===== src/rtl/gcd_operand_feeder.sv =====
// gcd_operand_feeder: queues nonzero operand pairs and sequences them into a GCD controller
// via proceed/done, with a per-job watchdog that forces the head out after TIMEOUT WAIT cycles.
module gcd_operand_feeder #(
    parameter int WIDTH   = 8,
    parameter int DEPTH   = 4,
    parameter int TIMEOUT = 1023
) (
    input  logic                     clk,
    input  logic                     rst,
    input  logic                     in_valid,
    input  logic [WIDTH-1:0]         in_a,
    input  logic [WIDTH-1:0]         in_b,
    output logic                     in_ready,
    output logic                     proceed,
    output logic [WIDTH-1:0]         xin,
    output logic [WIDTH-1:0]         yin,
    input  logic                     done,
    output logic [$clog2(DEPTH):0]   count,
    output logic                     err_zero,
    output logic                     timeout
);
    localparam int AW = $clog2(DEPTH);
    localparam int TW = $clog2(TIMEOUT + 1);
    typedef enum logic [1:0] {IDLE, ISSUE, WAIT} state_t;
    state_t state, state_n;
    logic [2*WIDTH-1:0] mem [DEPTH];
    logic [AW-1:0] head, tail, head_n;
    logic [AW:0] count_n;
    logic [TW-1:0] tcnt, tcnt_n;
    logic hs, push, pop, expire;
    assign in_ready = count < (AW+1)'(DEPTH) && !rst;
    assign hs       = in_valid && in_ready;
    assign push     = hs && in_a != '0 && in_b != '0;
    assign expire   = state == WAIT && tcnt == TW'(TIMEOUT - 1);
    assign pop      = state == WAIT && (done || expire);
    assign head_n   = head + AW'(pop);
    assign count_n  = count + (AW+1)'(push) - (AW+1)'(pop);
    always_comb begin
        state_n = state == IDLE  ? (count != '0 ? ISSUE : IDLE) :
                  state == ISSUE ? WAIT : (pop && count_n == '0 ? IDLE : WAIT);
        tcnt_n  = state == WAIT && !pop ? tcnt + TW'(1) : '0;
    end
    always_ff @(posedge clk) begin
        if (rst) begin
            state    <= IDLE;
            head     <= '0;
            tail     <= '0;
            count    <= '0;
            tcnt     <= '0;
            proceed  <= 1'b0;
            xin      <= '0;
            yin      <= '0;
            err_zero <= 1'b0;
            timeout  <= 1'b0;
        end else begin
            state    <= state_n;
            head     <= head_n;
            tail     <= tail + AW'(push);
            count    <= count_n;
            tcnt     <= tcnt_n;
            proceed  <= state_n != IDLE;
            err_zero <= hs && !push;
            timeout  <= timeout || expire;
            // the new head may be the pair being written this very cycle
            if (count_n != '0) {xin, yin} <= push && head_n == tail ? {in_a, in_b} : mem[head_n];
        end
    end
    always_ff @(posedge clk)
        if (push) mem[tail] <= {in_a, in_b};
endmodule


===== config.mk =====
export PLATFORM = sky130hd
export DESIGN_NAME = gcd_operand_feeder
export DESIGN_NICKNAME = d
export VERILOG_FILES = /design/src/rtl/gcd_operand_feeder.sv
export SDC_FILE = /design/constraint.sdc
export NUM_CORES = 1
export LEC_CHECK = 0
export CAP_MARGIN = 20
export CORE_MARGIN = 10
export CORE_UTILIZATION = 50
export DETAILED_ROUTE_END_ITERATION = 10
export PLACE_DENSITY = 0.83
export RECOVER_POWER = 100
export SETUP_SLACK_MARGIN = 0.05
export SYNTH_ARGS = -nofsm -noshare
export SYNTH_HDL_FRONTEND = slang
export SYNTH_SLANG_ARGS = --single-unit

===== constraint.sdc =====
create_clock -name clk -period 4.7 [get_ports clk]
set_clock_uncertainty 0.05 [all_clocks]
set_input_delay 0.94 -clock clk [delete_from_list [all_inputs] [get_ports clk]]
set_output_delay 0.94 -clock clk [all_outputs]
set_load 0.02 [all_outputs]

# After elaboration in Yosys (flattened, before gate mapping)
# Memories as Yosys holds them, arrays and structs flattened. A register that Yosys moved wholly into a read port is not among the register bits.
# Cells that the tools add are included.
# word_totals
latch_bits	0
mem_bits_rw	64
inputBits	20
rom_bits	0
output_inout_bits	23
mem_count	1
reg_bits	22
wordCells	47
# mem_list
memory	depth	width	rd	rd_clocked_by_memory_dff	wr	line	source
mem	4	16	1	1	1	26	logic [2*WIDTH-1:0] mem [DEPTH];
# op_classes
n_div	0
eq_ne	3
muxes	6
n_shift	0
multipliers	0
bitwise_logic	1
add_sub_neg	5
n_reduce_logical	22
order_cmp	1
# op_table
operator	n
8-bit nonzero test	2
10-bit by 1-bit adder with 10-bit output, second input constant	1
10-bit == test, second input constant	1
1-bit logical AND	9
2-bit 2-to-1 mux	3
3-bit nonzero test	2
2-bit by 1-bit adder with 2-bit output	2
3-bit by 1-bit adder with 3-bit output	1
1-bit zero test	3
3-bit zero test	1
3-bit less-than comparator, second input constant	1
1-bit 2-to-1 mux	3
3-bit by 1-bit subtractor with 3-bit output	1
2-bit by 1-bit == test with 1-bit output, second input constant	1
2-bit == test, second input constant	1
2-bit zero test	1
1-bit logical OR	2
2-bit nonzero test	1
2-bit OR reduction	1
1-bit NOT	1

# Depth between registers and ports, before layout
# logic_depth
word_depth	13
ltp_mapped	15

# Worst setup path after synthesis
# OpenSTA, ideal clock, no wires.
# synth_timing
kind	input to register
startpoint	input port in_a[4]
endpoint	register xin[0], read port of mem
arrival_ns	3.617
stages	14
path_buffers	3
setup_time_ns	0.127
path_slack_ns	0.906
required_ns	4.523
path_cell_list	or4_4 o211a_1 buf_6 o21ai_4 ha_1 inv_1 ha_1 fa_1 nor2_1 nand2_1 nand2b_1 clkbuf_2 buf_2 o211ai_2
# synth_between
elab_chain_cells	6
# synth_rtl
item	line	source
start: declaration	11	input logic [WIDTH-1:0] in_a,
8-bit nonzero test	33	assign push = hs && in_a != '0 && in_b != '0;
1-bit logical AND (2 in a row)	33	
3-bit by 1-bit adder with 3-bit output	37	assign count_n = count + (AW+1)'(push) - (AW+1)'(pop);
3-bit by 1-bit subtractor with 3-bit output	37	
named net count_n[1]	28	logic [AW:0] count_n;
3-bit nonzero test	65	if (count_n != '0) {xin, yin} <= push && head_n == tail ? {in_a, in_b} : mem[head_n];
end: declaration	15	output logic [WIDTH-1:0] xin,
# The timed path passes the listed nets, and every way through them passes these cells.
# A chain may end at the register's enable or synchronous reset.

# Final worst setup path
# layout_timing
startpoint	input port in_a[4]
endpoint	register yin[7], read port of mem
# layout_between
elab_chain_cells	6
# layout_rtl
item	line	source
8-bit nonzero test	33	
1-bit logical AND (2 in a row)	33	
3-bit by 1-bit adder with 3-bit output	37	
3-bit by 1-bit subtractor with 3-bit output	37	
named net count_n[1]	28	
3-bit nonzero test	65	
end: declaration	16	output logic [WIDTH-1:0] yin,
# The timed path passes the listed nets, and every way through them passes these cells.

==> key figures <==
Placement
  • IO Port Bufs: 42
  • Dpl cell area: 4760 um2
  • Post-DP HPWL: 6120 um
  • Placer Congestion: 0.824

Synth
  • Yosys reg bits: 102
  • Post-Synth Adder-Cell Area: 0.0225
  • Ys flop type: edfxtp_1
  • Post-Synthesis Cells: 289
  • Simple-gate portion of the synthesized area: 0.108
  • Synth Area in Compound Gates: 0.0821
  • Yosys cell types: 40
  • Syn Area/Cell: 14.6 um2
  • Synth warn: 0
  • Largest family of logic cells by synthesized area: simple AND/OR/NAND/NOR gates
  • Sequential cell area fraction in the yosys report: 0.636
  • Fraction of registers with async set/reset: 0
  • Synthesized Nets: 316
  • Xor/xnor cell area share of the yosys netlist: 0.0356
  • Mapped cell area: 4220 um2
  • Top-area cell type share of the netlist area: 0.456
  • Mux cell area share after synthesis: 0.0854
  • Post-synth EDFFs: 64
  • Synth area leaders: edfxtp_1 46%, dfxtp_1 18%, mux4_2 8.5%
  • Synth area leader: edfxtp_1

Timing
  • Final setup violation count: 0
  • RSZ-0062 raised after global routing: false
  • Slew of the pin with the lowest slew margin: 1500 ps
  • Tcrit/Tclk final: 0.871
  • Max Slew Vio Count: 18
  • Hold slack: 432 ps
  • Setup TNS: 0 ps
  • Fmax: 244 MHz
  • Hold Fails Final Rpt: 0
  • Final min period: 4100 ps
  • Slew margin rel.: -0.0000540

CTS
  • Clock transition at path regs: 100 ps
  • CTS sink count: 102
  • CTS Buf Count: 9
  • Hold Buf Count CTS: 0
  • Max clock buf depth: 2
  • CTS tree: done
  • Root buffer cell: clkbuf_8
  • Post-CTS setup buffers: 0
  • Worst-skew pair later-pin latency: 380 ps
  • Htree depth: 3
  • Resized Gates After CTS: 0

Drt
  • DRT Wirelength: 9160 um
  • TritonRoute pass-1 iters: 5
  • Vias: 2,626
  • Initial DRC count: 175
  • # DRC: 0
  • Drt via density: 5.87
  • DR WL/cell: 20.5 um
  • Antenna-violating nets left: 0

Layout
  • P&R area growth vs syn: 16.1%
  • Area of the multi-input gates: 1380 um2
  • Layout cell share with drive strength beyond 1: 0.152
  • Sequential cell area: 2680 um2
  • Net count, final: 364
  • Post-layout instance area: 4900 um2
  • # diodes: 0
  • Final core occ: 0.596
  • # fillers: 624

Worst setup path
  • Critical path startpoint category: input pin
  • Worst Reg-to-Reg Cells: 9
  • Max Fanout on Critical Path: 16
  • Worst EP arrival: 4300 ps
  • Critical Path Sink Type: flip-flop
  • CP Class: input pin to flip-flop
  • CP required: 4900 ps

GRT
  • All-Layer GR Usage: 0.149
  • Largest net degree at the start of global routing: 19
  • GRT overflow: 0
  • Initial antenna violation count: 0
  • Vias in the first global route: 2,838
  • First-pass GRT wire length: 14,900 um

Pwr
  • Static leakage: 1.64 nW
  • Total power: 2.40 mW
  • Pwr per Cell Area: 490 nW/um2
  • Worst VDD drop: 0.000394 V

Floorplanning
  • Die Y-Extent: 112 um
  • Core area: 8220 um2
  • Die area: 12,500 um2
  • Initial Utilization: 0.513
  • Rows: 33
  • Chip Width: 112 um
  • Io pins: 43

Run
  • Max cap viols: 1

Outcome
  • Failing checks: max-capacitance violations, max-slew violations
  • Status: complete, but fails checks

Hold path
  • Hold Crit Class: flip-flop to flip-flop
  • Cell count of the worst hold path: 2
## cell type report
class                      instances  share of cell area
multi-input combinational        165               0.281
timing repair buffer              52              0.0973
sequential                       102               0.548
tap                              105              0.0268
clock buffer                       9              0.0253
inverter                           7             0.00562
clock inverter                     7              0.0161
## logic make-up after synthesis
family | Yosys count
and+or+nand+nor | 87
xor gates and xnor gates | 13
DFF | 102
muxes | 16
buffers and inverters | 22
adders and majority gates | 7
AOI/OAI and AO/OA | 42
## path summary, 6_finish.rpt
path,start,to,slack (ps)
worst max-delay path,in_a[4],yin[7]$_SDFFE_PP0P_,600
worst min-delay path,xin[5]$_SDFFE_PP0P_,xin[5]$_SDFFE_PP0P_,430
worst max register to register,tcnt[4]$_SDFF_PP0_,xin[0]$_SDFFE_PP0P_,830
worst min register to register,xin[5]$_SDFFE_PP0P_,xin[5]$_SDFFE_PP0P_,430
## power breakdown
part / switching, mW / internal (mW)
clock network: 0.311 / 0.252
registers: 0.0496 / 1.05
logic: 0.444 / 0.298
total: 0.805 / 1.60
## routing by layer
metal / part of all wire / wire length, um / vias up / track usage
met2: 0.51 / 4630 / 110 / 0.252
met4: 0.018 / 161 / 0 / 0.0574
met3: 0.088 / 806 / 17 / 0.0564
met1: 0.39 / 3560 / 1298 / 0.165
li1: - / - / 1201 / -
met5: 0 / 0 / - / 0
## sequential cells by signal, indices dropped and copies added (netlist names)
register and count:
tcnt 10, head 2, timeout 1, proceed 1
state 2, err_zero 1, mem 64, count 3
tail 2, xin 8, yin 8
## metrics by stage
step	instances	setup WS, ps
final	447	605
after CTS	447	700
after detailed placement	431	311
after global placement	431	468
after floorplan	289	906
after global routing	447	350
## cells in the mapped netlist (4+ instances only)
cell type,instances
nand3_1,4
edfxtp_1,64
ha_1,6
dfxtp_1,38
mux4_2,16
o211ai_2,12
inv_1,6
o21ai_0,7
o21ai_1,10
nor2b_1,5
nand4_1,17
or4_4,4
buf_2,6
nand2_1,22
nor2_1,21
buf_6,4
xnor2_1,8
o211ai_1,6
## worst max-delay path, stage by stage
cell           delay (ps)
dlygate4sd3_1         620
or4_1                 600
o211a_1               300
o21ai_4               110
ha_1                  270
inv_1                  70
ha_1                  150
fa_1                  430
nor2_1                210
nand2_1               110
nand2b_1               80
buf_4                 250
o211ai_1              140
## cell usage in the layout (no fill, tap or decap), types with 3 or more instances in the layout
cell type      Yosys  final
nor2b_1            5      5
o21ai_0            7     13
o211ai_1           6     10
nand4_1           17     17
o211ai_2          12      8
xnor2_1            8      8
o21ai_1           10      4
buf_4              1      5
clkbuf_8           0      9
nand3_1            4      4
clkbuf_1           2      5
mux4_2            16     16
edfxtp_1          64     64
inv_1              6      6
ha_1               6      6
nor2_1            21     21
nor4_1             3      3
nor3_1             3      3
nand2_1           22     22
xor2_1             2      3
or4_4              4      3
dfxtp_1           38     38
dlygate4sd3_1      0     40
Power figures use the tool's default switching activity.
